**config.mk**
```make
export PLATFORM = sky130hd
export DESIGN_NAME = counter_mod_ud
export DESIGN_NICKNAME = d
export VERILOG_FILES = /design/src/rtl/counter_mod_ud.sv
export SDC_FILE = /design/constraint.sdc
export NUM_CORES = 1
export LEC_CHECK = 0
export CAP_MARGIN = 20
export CORE_ASPECT_RATIO = 0.5
export CORE_MARGIN = 10
export CORE_UTILIZATION = 45
export CTS_BUF_LIST = sky130_fd_sc_hd__clkbuf_4 sky130_fd_sc_hd__clkbuf_8
export DETAILED_ROUTE_END_ITERATION = 8
export PLACE_DENSITY = 0.8
export SETUP_SLACK_MARGIN = 0.1
export SLEW_MARGIN = 20
export SYNTH_ARGS = -nofsm -noshare
export SYNTH_HDL_FRONTEND = slang
export SYNTH_SLANG_ARGS = --single-unit
```
**constraint.sdc**
```tcl
create_clock -name CLK -period 3.05 [get_ports CLK]
set_clock_uncertainty 0.05 [all_clocks]
set_input_delay 0.61 -clock CLK [delete_from_list [all_inputs] [get_ports CLK]]
set_output_delay 0.61 -clock CLK [all_outputs]
set_load 0.01 [all_outputs]
```
**src/rtl/counter_mod_ud.sv**
```systemverilog
// counter_mod_ud: parametrised up/down modulo counter with a programmable
// terminal value, clock enable, parallel load, a registered wrap pulse (COUT)
// and a blink output (TOG) that flips on every wrap.
//
// Count range is 0..MAX inclusive. Per-edge priority is RESET > LD > CE.
// COUT is high in the cycle after the wrapping edge, alongside the new O.
//
// Optional feature: define COUNTER_MOD_UD_PRESCALE_EN to add parameter
// PRE_WIDTH and input PRE. A prescaler then lets the main counter advance
// only on every (PRE+1)-th CE cycle. PRE = 0 gives the plain behaviour.
module counter_mod_ud #(
  parameter int               WIDTH = 24,
  parameter logic [WIDTH-1:0] INIT  = '0
`ifdef COUNTER_MOD_UD_PRESCALE_EN
  ,
  parameter int               PRE_WIDTH = 8
`endif
) (
  input  logic             CLK,
  input  logic             RESET,
  input  logic             CE,
  input  logic             UP,
  input  logic             LD,
  input  logic [WIDTH-1:0] DATA,
  input  logic [WIDTH-1:0] MAX,
`ifdef COUNTER_MOD_UD_PRESCALE_EN
  input  logic [PRE_WIDTH-1:0] PRE,
`endif
  output logic [WIDTH-1:0] O,
  output logic             COUT,
  output logic             TOG
);

  localparam logic [WIDTH-1:0] ONE = WIDTH'(1);

  logic [WIDTH-1:0] o_q, o_d;
  logic             cout_q, cout_d;
  logic             tog_q, tog_d;

  // High on the edges where the main counter is allowed to move.
  logic             step;

`ifdef COUNTER_MOD_UD_PRESCALE_EN
  localparam logic [PRE_WIDTH-1:0] PRE_ONE = PRE_WIDTH'(1);

  logic [PRE_WIDTH-1:0] pre_q, pre_d;
  logic                 pre_tick;

  // Prescaler: counts CE cycles 0..PRE, releasing one step at PRE. The >=
  // keeps it from running away if PRE is lowered below the current count.
  always_comb begin
    pre_d    = pre_q;
    pre_tick = 1'b0;
    if (LD) begin
      pre_d = '0;
    end else if (CE) begin
      if (pre_q >= PRE) begin
        pre_d    = '0;
        pre_tick = 1'b1;
      end else begin
        pre_d = pre_q + PRE_ONE;
      end
    end
  end

  // Prescaler register; cleared by reset (load clears it in pre_d).
  always_ff @(posedge CLK) begin
    if (RESET) begin
      pre_q <= '0;
    end else begin
      pre_q <= pre_d;
    end
  end

  assign step = pre_tick;
`else
  assign step = CE;
`endif

  // Next-count logic: load with clipping, else one up/down step with wrap.
  always_comb begin
    o_d    = o_q;
    cout_d = 1'b0;
    tog_d  = tog_q;
    if (LD) begin
      o_d = (DATA <= MAX) ? DATA : MAX;
    end else if (step) begin
      if (UP) begin
        // ">" covers MAX having been lowered below the current count.
        if (o_q >= MAX) begin
          o_d    = '0;
          cout_d = 1'b1;
          tog_d  = ~tog_q;
        end else begin
          o_d = o_q + ONE;
        end
      end else begin
        if (o_q == '0) begin
          o_d    = MAX;
          cout_d = 1'b1;
          tog_d  = ~tog_q;
        end else if (o_q > MAX) begin
          // Out of range after MAX was lowered: snap to MAX, not a wrap.
          o_d = MAX;
        end else begin
          o_d = o_q - ONE;
        end
      end
    end
  end

  // State registers with synchronous reset; reset drops any pending wrap.
  always_ff @(posedge CLK) begin
    if (RESET) begin
      o_q    <= INIT;
      cout_q <= 1'b0;
      tog_q  <= 1'b0;
    end else begin
      o_q    <= o_d;
      cout_q <= cout_d;
      tog_q  <= tog_d;
    end
  end

  assign O    = o_q;
  assign COUT = cout_q;
  assign TOG  = tog_q;

endmodule

```
==> Flow_metrics.wiki, run 1 <==
{| class="wikitable"
! Metric !! Value
|-
| Max IR drop VDD || about 270 uV
|-
| DP HPWL || between 10000 and 15000 um
|-
| Setup repair after global routing missed its margin || true
|-
| Status || finished, final reports clean
|-
| Synth Register Bits || 26
|-
| Avg Synthesized Cell Area || 7.716 um2
|-
| Met3 routed WL || ~1600 um
|-
| Top achievable clock speed || around 340 MHz
|-
| Instance count after placement with tap cells included || between 700 and 800
|-
| Insertion delay to the later sink of the worst-skew pair || 0.29 ns
|-
| Wire length per cell || roughly 22 um
|-
| Net switching power || about 760 uW
|-
| CTS clock-pin slew for the worst setup and hold paths || about 0.10 ns
|-
| Clk network pwr share || 16.6%
|-
| Root buffer cell || sky130_fd_sc_hd__clkbuf_8
|-
| Height of the die || around 86 um
|-
| Clock tree from TritonCTS || built
|-
| Floorplan row count || 23
|-
| Uppermost layer routed || met4
|-
| Part of the power in registers || 23.1%
|-
| Total power || 1849 uW
|-
| PD cells || 301.3 nW/um2
|-
| Count of flip-flops with a built-in enable after synthesis || 0
|-
| Critical R2R Launch || O[15]
|-
| Antenna violations before repair || 2
|-
| Total global routing overflow || 0
|-
| Final count of negative-setup-slack endpoints || 0
|-
| Switching share of power || about two fifths
|-
| Total detailed-routing wirelength || about 17000 um
|-
| Total I/O pin count || a little under 80
|-
| Cts bufs inserted || 3
|-
| Startpoint types || input pin
|-
| R2R setup slack || between 0.15 and 0.2 ns
|-
| Starting density of the core || around 47%
|-
| Sink count of the clock tree || 26
|-
| Top fanout value on the critical path || 6
|-
| Net count reported at finish || just under 800
|-
| Cell-internal power || roughly 1100 uW
|-
| Max clock buf depth || 2
|-
| Synth Flop Type || sky130_fd_sc_hd__dfxtp_1
|-
| Critical path capture point || O[4]
|-
| Total via count in the routed design || around 5100
|-
| Met1 layer wirelength in the final routing || ~6700 um
|-
| Core region area || approximately 8000 um2
|-
| Type of destination of the critical path || flip-flop
|-
| Port Buffer Count || between 70 and 80
|-
| Overall track demand over capacity in global routing || approximately a quarter
|-
| Pre-Repair DR Iteration Count || 5
|-
| Area taken by multi-input logic gates || 3550 um2
|-
| Number of buffers inserted by hold repair at cts || 0
|-
| Total of warnings raised by yosys || 0
|-
| Logic pwr share || between 60 and 70%
|-
| Largest net degree at the start of global routing || 18
|-
| Fraction of registers with async set or reset after synthesis || 0%
|-
| Post-route fraction of the period consumed by the critical path || 97.18%
|-
| Share of the yosys chip area belonging to registers || a little over an eighth
|-
| WS Path Type || input pin to flip-flop
|-
| Slew at the pin closest to its max-slew limit || just over 0.7 ns
|-
| Vias in the first global route || 4857
|-
| Die boundary width || 151.3 um
|-
| Post-detailed-route via-to-cell ratio || about 6.5
|-
| Slew Limit Fails || 0
|-
| Cell area after synthesis || between 3000 and 4000 um2
|-
| Origin of the worst setup path || MAX[23]
|-
| Initial detailed-routing violation count || between 700 and 800
|-
| Final Hold Viols || 0
|-
| Number of inserted filler cells in the final layout || 580
|-
| Antenna violation net count after detailed routing || 0
|-
| R2R depth || 11
|-
| Ratio of cells with drive above 1 in the final layout || between 30% and 40%
|-
| Arrival time at the worst endpoint || 3.08 ns
|-
| Non-Filler Instances || about 800
|-
| Total DRC errors in the routed layout || 0
|-
| First-pass GRT wire length || 24860 um
|-
| Final critical-path required period || 2.964 ns
|-
| Final GP Congestion || between 0.9 and 1
|-
| Layout-stage area growth over the synthesis result || 58.09%
|-
| Routed length on met2 || slightly above 8000 um
|-
| Endpoint of the lowest-slack register-to-register path || O[9]
|-
| Overall die area || ~13000 um2
|-
| Leakage power figure || around 0.0028 uW
|-
| Post-synthesis cell type count || 62
|-
| Max-cap check violation count || 0
|-
| Reg area || approximately 520 um2
|-
| Data required time of the worst path || between 3 and 4 ns
|-
| Cell count after synthesis || a little over 500
|-
| CTS H-Tree Depth || 1
|-
| Headroom to the max-slew limit || between 50% and 60%
|-
| Hold crit path type || flip-flop to flip-flop
|-
| Synthesized netlist net count || between 600 and 700
|}
[synth_stat cells, drive strengths merged, types with 3 or more instances]
library cell	number	area (um2)
xnor2	15	131.4
o211ai	3	22.52
a21oi	26	133.9
nand4	17	106.4
mux2	5	56.30
and2	5	31.28
o21bai	11	82.58
nor4	11	90.08
a211oi	26	195.2
o211a	8	80.08
nand2b	6	37.54
a2111oi	5	43.79
o31ai	9	67.56
nor2	45	168.9
a221oi	13	113.9
xor2	19	166.4
a221o	10	101.4
nand3	16	80.08
clkbuf	23	86.33
nand2	22	82.58
o221ai	6	52.55
ha	51	638.1
buf	11	66.31
a21o	7	52.55
and3	6	37.54
or4	4	33.78
o21ai	7	35.03
mux2i	12	120.1
nor3	13	65.06
nor2b	4	25.02
inv	32	120.1
dfxtp	26	520.5
[registers in the layout (all words and copies together), names as in the netlist]
register  cells
COUT          1
O            24
TOG           1
[power by group through the flow]
stage               Combinational, uW  Clock [uW]  Sequential (uW)
detailed placement                945           0              424
floorplan                         493           0              437
CTS                              1020         305              418
global placement                  920           0              423
global route                     1190         315              428
finish                           1120         307              427
[logic make-up after synthesis]
logic type / after synthesis / share of synthesized area (%)
and+or+nand+nor: 159 / 21.60
AOI/OAI and AO/OA: 149 / 29.21
buffers and inverters: 67 / 7.124
adders and majority gates: 51 / 16.44
xor gates and xnor gates: 34 / 7.673
DFF: 26 / 13.41
muxes: 17 / 4.545
[final cells by class]
type,instances,area share [%]
clock buffers,3,0.6729
diodes,2,0.08157
repair buffers,198,28.12
multi-input cells,410,57.85
inverters,33,2.019
well taps,112,2.284
flip-flops and latches,26,8.483
clock inverters,1,0.4894
[how the worst min path moves through the flow]
stage,to,depth (start not counted),startpoint,slack (ns)
after floorplan,TOG,2,TOG,0.49
after global placement,TOG,2,TOG,0.45
after detailed placement,TOG,2,TOG,0.46
after CTS,TOG,2,TOG,0.49
after global routing,TOG,2,TOG,0.50
final,TOG,2,TOG,0.48
[what timing repair did]
| action | in CTS | in global routing |
|---|---|---|
| gates cloned | 1 | 0 |
| setup buffers | 6 | 2 |
| pin swaps | 33 | 33 |
| resized for setup | 84 | 69 |
| setup endpoints to repair | 26 | 24 |
[critical path: stages]
cell,delay (ns)
sky130_fd_sc_hd__clkdlybuf4s15_1,0.23
sky130_fd_sc_hd__inv_2,0.09
sky130_fd_sc_hd__ha_4,0.28
sky130_fd_sc_hd__nand4_1,0.24
sky130_fd_sc_hd__nor4_4,0.42
sky130_fd_sc_hd__o311ai_2,0.15
sky130_fd_sc_hd__nand3_1,0.13
sky130_fd_sc_hd__buf_6,0.15
sky130_fd_sc_hd__and2_4,0.20
sky130_fd_sc_hd__o221ai_1,0.13
sky130_fd_sc_hd__a2111oi_1,0.44
[layout by cell type, fill, tap and decap left out, types with 8 or more instances in the layout]
cell type	n
sky130_fd_sc_hd__inv_1	16
sky130_fd_sc_hd__xnor2_1	15
sky130_fd_sc_hd__nor3_1	12
sky130_fd_sc_hd__nor2_1	42
sky130_fd_sc_hd__o211a_1	8
sky130_fd_sc_hd__dlymetal6s2s_1	11
sky130_fd_sc_hd__a21oi_1	20
sky130_fd_sc_hd__nand4_1	17
sky130_fd_sc_hd__a221o_1	9
sky130_fd_sc_hd__o21bai_1	11
sky130_fd_sc_hd__ha_1	34
sky130_fd_sc_hd__xor2_1	19
sky130_fd_sc_hd__inv_2	16
sky130_fd_sc_hd__buf_4	110
sky130_fd_sc_hd__nand2_1	18
sky130_fd_sc_hd__clkdlybuf4s50_1	40
sky130_fd_sc_hd__a221oi_1	8
sky130_fd_sc_hd__a211oi_1	20
sky130_fd_sc_hd__ha_4	17
sky130_fd_sc_hd__dfxtp_1	26
sky130_fd_sc_hd__mux2i_1	12
sky130_fd_sc_hd__dlygate4sd2_1	16
sky130_fd_sc_hd__nand3_1	16
[routing by layer]
metal  vias up  track usage [%]
met3        62            5.713
met1      2397            28.69
met4         0            7.472
li1       2276                -
met2       348            39.28
met5         -                0
[per-stage QoR]
| stage | worst slack [ns] | utilization [%] | area (um2) | setup TNS, ns | hold WS (ns) |
|---|---|---|---|---|---|
| 2_1_floorplan | 0.1334 | - | 3906 | 0 | 0.4944 |
| 3_3_place_gp | -0.4810 | 67.46 | 5533 | -10.17 | 0.4508 |
| 3_5_place_dp | -0.7216 | 67.46 | 5533 | -13.30 | 0.4622 |
| 4_1_cts | 0.1015 | 71.78 | 5887 | 0 | 0.4862 |
| 5_1_grt | 0.02777 | 74.81 | 6136 | 0 | 0.5008 |
| 6_report | 0.08609 | 74.81 | 6136 | 0 | 0.4836 |
Note: power is estimated with default switching activity, not from simulation.
==> inputs of run 2 (changes only) <==
- DONT_BUFFER_PORTS: not set -> 1
- PLACE_DENSITY: 0.8 -> 0.68
==> Flow_metrics.wiki, run 2 (synthesis results as in run 1) <==
{| class="wikitable"
! Metric !! Value
|-
| Status || finished, final reports clean
|-
| Post-detailed-route via-to-cell ratio || 6.568 (+1.4%)
|-
| Switching share of power || 42.82% (+1.9 points)
|-
| Most frequent cells in the layout || sky130_fd_sc_hd__buf_4 (64), sky130_fd_sc_hd__ha_1 (51), sky130_fd_sc_hd__nor2_1 (44)
|-
| Port Buffer Count || 0 (-100%)
|-
| Headroom to the max-slew limit || 57.16% (+4.4 points)
|-
| Vias in the first global route || 4072 (-16%)
|-
| Final count of negative-setup-slack endpoints || 0 (unchanged)
|-
| WS Path Type || flip-flop to flip-flop
|-
| Total DRC errors in the routed layout || 0 (unchanged)
|-
| Initial detailed-routing violation count || 445 (-37%)
|-
| Max IR drop VDD || 183.1 uV (-33%)
|-
| Layout-stage area growth over the synthesis result || 15.47%
|-
| Leakage power figure || 0.002035 uW (-26%)
|-
| Total power || 1454 uW (-21%)
|-
| Data required time of the worst path || 3.20 ns (+0.03 ns)
|-
| PD cells || 324.4 nW/um2 (+7.7%)
|-
| CTS clock-pin slew for the worst setup and hold paths || 0.11 ns (about the same)
|-
| Core region area || 8202 um2 (unchanged)
|-
| Net count reported at finish || 643 (-17%)
|-
| Instance count after placement with tap cells included || 646 (-16%)
|-
| Number of buffers inserted by hold repair at cts || 0 (unchanged)
|-
| Cell-internal power || 831.4 uW (-24%)
|-
| Slowest stage cell, crit path || sky130_fd_sc_hd__or4_1
|-
| Hold crit path type || input pin to flip-flop
|-
| Total via count in the routed design || 4269 (-16%)
|-
| Post-route fraction of the period consumed by the critical path || 95.79% (-1.4 points)
|-
| Final Hold Viols || 0 (unchanged)
|-
| Total detailed-routing wirelength || 13950 um (-18%)
|-
| Number of inserted filler cells in the final layout || 804 (+39%)
|-
| Antenna violation net count after detailed routing || 0 (unchanged)
|-
| Die boundary width || 151.3 um (unchanged)
|-
| Net switching power || 622.6 uW (-18%)
|-
| Pre-Repair DR Iteration Count || 5 (unchanged)
|-
| Non-Filler Instances || 650 (-17%)
|-
| Largest net degree at the start of global routing || 31 (+13)
|-
| Total global routing overflow || 0 (unchanged)
|-
| DP HPWL || 11310 um (-6.3%)
|-
| CTS H-Tree Depth || 1 (unchanged)
|-
| Overall track demand over capacity in global routing || 20.56% (-2.8 points)
|-
| Flip-flop count of the largest register, all copies and words added || 24 (unchanged)
|-
| Final GP Congestion || 0.9470 (-1.0%)
|-
| Ratio of cells with drive above 1 in the final layout || 17.66% (-15 points)
|-
| Slew at the pin closest to its max-slew limit || 0.6413 ns (-0.06636 ns)
|-
| Height of the die || 85.67 um (unchanged)
|-
| Setup repair after global routing missed its margin || true
|-
| Clock tree from TritonCTS || built
|-
| Insertion delay to the later sink of the worst-skew pair || 0.30 ns (about the same)
|-
| Floorplan row count || 23 (unchanged)
|-
| # diodes || 0 (-2)
|-
| Crit path cell chain || or4_1 > or2_2 > o41a_1 > a221o_1 > and2_0 > a221o_1 > o211a_1
|-
| Total I/O pin count || 79 (unchanged)
|-
| Max clock buf depth || 2 (unchanged)
|-
| Part of the power in registers || 28.9% (+5.8 points)
|-
| Starting density of the core || 47.32% (unchanged)
|-
| Top achievable clock speed || 342.3 MHz (+1.5%)
|-
| Most common cell type on the critical path || sky130_fd_sc_hd__a221o_1
|-
| Overall die area || 12970 um2 (unchanged)
|-
| Slew Limit Fails || 0 (unchanged)
|-
| Antenna violations before repair || 0 (-2)
|-
| Sink count of the clock tree || 26 (unchanged)
|-
| Cts bufs inserted || 3 (unchanged)
|-
| First-pass GRT wire length || 21520 um (-13%)
|-
| Logic pwr share || 53.5% (-6.8 points)
|-
| Wire length per cell || 21.46 um (-0.50%)
|-
| Clk network pwr share || 17.6% (+1.0 points)
|-
| Root buffer cell || sky130_fd_sc_hd__clkbuf_8
|-
| Max-cap check violation count || 0 (unchanged)
|-
| Most common cell after layout, fill and taps aside || sky130_fd_sc_hd__buf_4
|-
| Critical path's largest stage delay || 0.58 ns (+0.14 ns)
|-
| Final critical-path required period || 2.921 ns (-0.04246 ns)
|-
| Arrival time at the worst endpoint || 3.07 ns (about the same)
|-
| Startpoint types || flip-flop
|-
| Top fanout value on the critical path || 4 (-2)
|-
| Type of destination of the critical path || flip-flop
|}
run 2: cell types whose count changed in the layout (fill, tap and decap cells not counted), moves of 11 or more:
cell and change:
sky130_fd_sc_hd__buf_4 -46, sky130_fd_sc_hd__clkdlybuf4s50_1 -40, sky130_fd_sc_hd__dlygate4sd2_1 -16, sky130_fd_sc_hd__dlymetal6s2s_1 -11
sky130_fd_sc_hd__ha_1 +17, sky130_fd_sc_hd__ha_4 -17, sky130_fd_sc_hd__inv_1 +16, sky130_fd_sc_hd__inv_2 -16
run 2: cell type report:
| class | instances | area, um2 | area share (%) |
|---|---|---|---|
| clock buffers | 4 | 55.05 | 1.228 |
| inverters | 33 | 123.9 | 2.764 |
| multi-input cells | 410 | 3139 | 70.04 |
| flip-flops and latches | 26 | 523.0 | 11.67 |
| well taps | 112 | 140.1 | 3.127 |
| repair buffers | 65 | 500.5 | 11.17 |
run 2: metal layers:
layer | global-route usage [%] | up-vias | part of all wire (%)
met1 | 25.77 | 2051 | 42
met3 | 6.551 | 11 | 11
li1 | - | 1999 | -
met5 | 0 | - | 0
met4 | 4.083 | 0 | 1.1
met2 | 33.83 | 208 | 45
run 2: final timing paths:
path / end / startpoint / cells after the start / slack, ns
worst min register to register: TOG / TOG / 2 / 0.56
worst min-delay path: O[3] / RESET / 1 / 0.33
worst max-delay path: O[8] / O[14] / 7 / 0.13
worst max register to register: O[8] / O[14] / 7 / 0.13
run 2: critical path, delay by kind of cell (launching register included):
kind | cells | cell delay (ns)
AND/OR/NAND/NOR | 3 | 1.10
AO/OA/AOI/OAI | 4 | 1.30
flip-flops | 1 | 0.37
run 2: what timing repair did:
action | 4_1_cts | 5_1_grt
setup endpoints to repair | 0 | 15
gates resized for setup | 0 | 13
buffers inserted | 0 | 0
run 2: power by group through the flow:
stage | combinational (uW) | clock [uW] | sequential, uW
2_1_floorplan | 493 | 0 | 437
3_3_place_gp | 739 | 0 | 427
3_5_place_dp | 750 | 0 | 427
4_1_cts | 754 | 254 | 419
5_1_grt | 846 | 267 | 424
6_report | 779 | 255 | 420
run 2: metrics by stage:
step / util (%) / hold WS, ns / setup WS, ns / cell area (um2) / setup TNS (ns)
after floorplan: - / 0.4944 / 0.1334 / 3906 / 0
after global placement: 53.58 / 0.5300 / 0.09332 / 4394 / 0
after detailed placement: 53.58 / 0.5490 / -0.1631 / 4394 / -0.3300
after CTS: 54.25 / 0.3219 / 0.1109 / 4449 / 0
after global routing: 54.65 / 0.3188 / 0.08522 / 4482 / 0
final: 54.65 / 0.3307 / 0.1285 / 4482 / 0
==> inputs of run 3 (changes only) <==
- CTS_BUF_LIST: sky130_fd_sc_hd__clkbuf_4 sky130_fd_sc_hd__clkbuf_8 -> sky130_fd_sc_hd__clkbuf_16
==> Flow_metrics.wiki, run 3 (synthesis results as in run 1) <==
{| class="wikitable"
! Metric !! Value
|-
| Status || finished, final reports clean
|-
| Sink count of the clock tree || 26 (unchanged)
|-
| Largest net degree at the start of global routing || 31 (unchanged)
|-
| Total power || 1516 uW (+4.3%)
|-
| Cts bufs inserted || 3 (unchanged)
|-
| Gate family responsible for the most delay along the worst path || compound AO/OA/AOI/OAI gates
|-
| Part of the power in registers || 27.7% (-1.2 points)
|-
| Antenna violation net count after detailed routing || 0 (unchanged)
|-
| Antenna violations before repair || 0 (unchanged)
|-
| Switching share of power || 41.16% (-1.7 points)
|-
| Overall track demand over capacity in global routing || 20.33% (-0.23 points)
|-
| Starting density of the core || 47.32% (unchanged)
|-
| Post-CTS Setup Repair Bufs || 0 (unchanged)
|-
| # diodes || 0 (unchanged)
|-
| Post-route fraction of the period consumed by the critical path || 95.92% (+0.14 points)
|-
| Max clock buf depth || 2 (unchanged)
|-
| CTS H-Tree Depth || 1 (unchanged)
|-
| Height of the die || 85.67 um (unchanged)
|-
| Min-Delay Startpoint || RESET
|-
| Most frequent cells in the layout || sky130_fd_sc_hd__buf_4 (64), sky130_fd_sc_hd__ha_1 (51), sky130_fd_sc_hd__nor2_1 (44)
|-
| Post-detailed-route via-to-cell ratio || 6.531 (-0.56%)
|-
| Top achievable clock speed || 341.8 MHz (-0.15%)
|-
| Max IR drop VDD || 207.9 uV (+14%)
|-
| Final GP Congestion || 0.9470 (unchanged)
|-
| Overall die area || 12970 um2 (unchanged)
|-
| First-pass GRT wire length || 21440 um (-0.39%)
|-
| Final critical-path required period || 2.926 ns (+0.004249 ns)
|-
| Total via count in the routed design || 4245 (-0.56%)
|-
| Headroom to the max-slew limit || 57.97% (+0.81 points)
|-
| Buffers plus inverters on the worst setup path || 0 (unchanged)
|-
| Total DRC errors in the routed layout || 0 (unchanged)
|-
| Layout-stage area growth over the synthesis result || 15.99%
|-
| Logic pwr share || 51.3% (-2.2 points)
|-
| Initial detailed-routing violation count || 443 (-0.45%)
|-
| Pre-Repair DR Iteration Count || 5 (unchanged)
|-
| Max-cap check violation count || 0 (unchanged)
|-
| Final count of negative-setup-slack endpoints || 0 (unchanged)
|-
| DP HPWL || 11310 um (unchanged)
|-
| Origin of the worst setup path || O[14]
|-
| Total I/O pin count || 79 (unchanged)
|-
| Most common cell after layout, fill and taps aside || sky130_fd_sc_hd__buf_4
|-
| Clock tree from TritonCTS || built
|-
| Die boundary width || 151.3 um (unchanged)
|-
| Critical path's largest stage delay || 0.57 ns (about the same)
|-
| Slew Limit Fails || 0 (unchanged)
|-
| Most common cell type on the critical path || sky130_fd_sc_hd__a221o_1
|-
| PD cells || 336.7 nW/um2 (+3.8%)
|-
| Insertion delay to the later sink of the worst-skew pair || 0.27 ns (-0.03 ns)
|-
| Area taken by multi-input logic gates || 3138 um2 (about the same)
|-
| Slowest stage cell, crit path || sky130_fd_sc_hd__or4_4
|-
| Total global routing overflow || 0 (unchanged)
|-
| Number of buffers inserted by hold repair at cts || 0 (unchanged)
|-
| Core region area || 8202 um2 (unchanged)
|-
| Number of inserted filler cells in the final layout || 802 (-0.25%)
|-
| Floorplan row count || 23 (unchanged)
|-
| Critical R2R Launch || O[14]
|-
| Leakage power figure || 0.002044 uW (+0.45%)
|-
| Total detailed-routing wirelength || 13890 um (-0.46%)
|-
| Setup repair after global routing missed its margin || true
|-
| Clk network pwr share || 21.0% (+3.4 points)
|-
| Crit path cell chain || or4_4 > or2_2 > o41a_1 > a221o_1 > and2_0 > a221o_1 > o211a_1
|-
| CTS clock-pin slew for the worst setup and hold paths || 0.07 ns (-0.04 ns)
|-
| Ratio of cells with drive above 1 in the final layout || 17.10% (-0.56 points)
|-
| Vias in the first global route || 4042 (-0.74%)
|-
| Wire length per cell || 21.37 um (-0.46%)
|-
| Worst Hold Margin || 0.3602 ns (+0.02949 ns)
|-
| Type of destination of the critical path || flip-flop
|-
| Port Buffer Count || 0 (unchanged)
|-
| Final Hold Viols || 0 (unchanged)
|-
| Arrival time at the worst endpoint || 3.04 ns (-0.03 ns)
|-
| Net switching power || 624.0 uW (+0.22%)
|-
| Slew at the pin closest to its max-slew limit || 0.6292 ns (-0.01213 ns)
|-
| Data required time of the worst path || 3.17 ns (-0.03 ns)
|-
| Net count reported at finish || 643 (unchanged)
|-
| Root buffer cell || sky130_fd_sc_hd__clkbuf_16
|-
| Startpoint types || flip-flop
|-
| Cell-internal power || 891.9 uW (+7.3%)
|-
| WS Path Type || flip-flop to flip-flop
|-
| Top fanout value on the critical path || 4 (unchanged)
|-
| Hold crit path type || input pin to flip-flop
|-
| Reg area || 520.5 um2 (-0.48%)
|-
| R2R setup slack || 0.12 ns (about the same)
|-
| Flip-flop count of the largest register, all copies and words added || 24 (unchanged)
|}
run 3: power by group through the flow:
stage                     Clock [uW]  Combinational, uW  Sequential (uW)
after global routing             329                846              424
final                            318                778              420
after floorplan                    0                493              437
after global placement             0                739              427
after CTS                        315                755              419
after detailed placement           0                750              427
run 3: path summary, 6_finish.rpt:
kind / endpoint / depth (start not counted)
min reg2reg: TOG / 2
max: O[8] / 7
max reg2reg: O[8] / 7
min: O[3] / 1
run 3: layer usage:
layer	GRT usage, %	up-vias	part of all wire (%)
li1	-	2002	-
met1	25.65	2035	43
met2	33.64	192	45
met3	6.709	16	11
met4	2.780	0	0.98
met5	0	-	0
run 3: cell type report:
cell class              count  share of cell area (%)
repair buffers             65                   11.12
inverters                  33                   2.752
clock inverters             1                 0.08338
flip-flops and latches     26                   11.56
clock buffers               3                   1.668
multi-input cells         410                   69.71
well taps                 112                   3.113
run 3: repair_timing:
item	4_1_cts	5_1_grt
pin swaps	0	2
setup endpoints to repair	1	16
gates resized for setup	1	10
hold endpoints to repair	0	0
run 3: stage by stage:
| stage | worst slack [ns] | util, % | TNS, ns | instances | cell area (um2) |
|---|---|---|---|---|---|
| 2_1_floorplan | 0.1334 | - | 0 | 503 | 3906 |
| 4_1_cts | 0.1461 | 54.55 | 0 | 650 | 4474 |
| 6_report | 0.1243 | 54.89 | 0 | 650 | 4502 |
| 5_1_grt | 0.09662 | 54.89 | 0 | 650 | 4502 |
| 3_5_place_dp | -0.1631 | 53.58 | -0.3300 | 646 | 4394 |
| 3_3_place_gp | 0.09332 | 53.58 | 0 | 646 | 4394 |
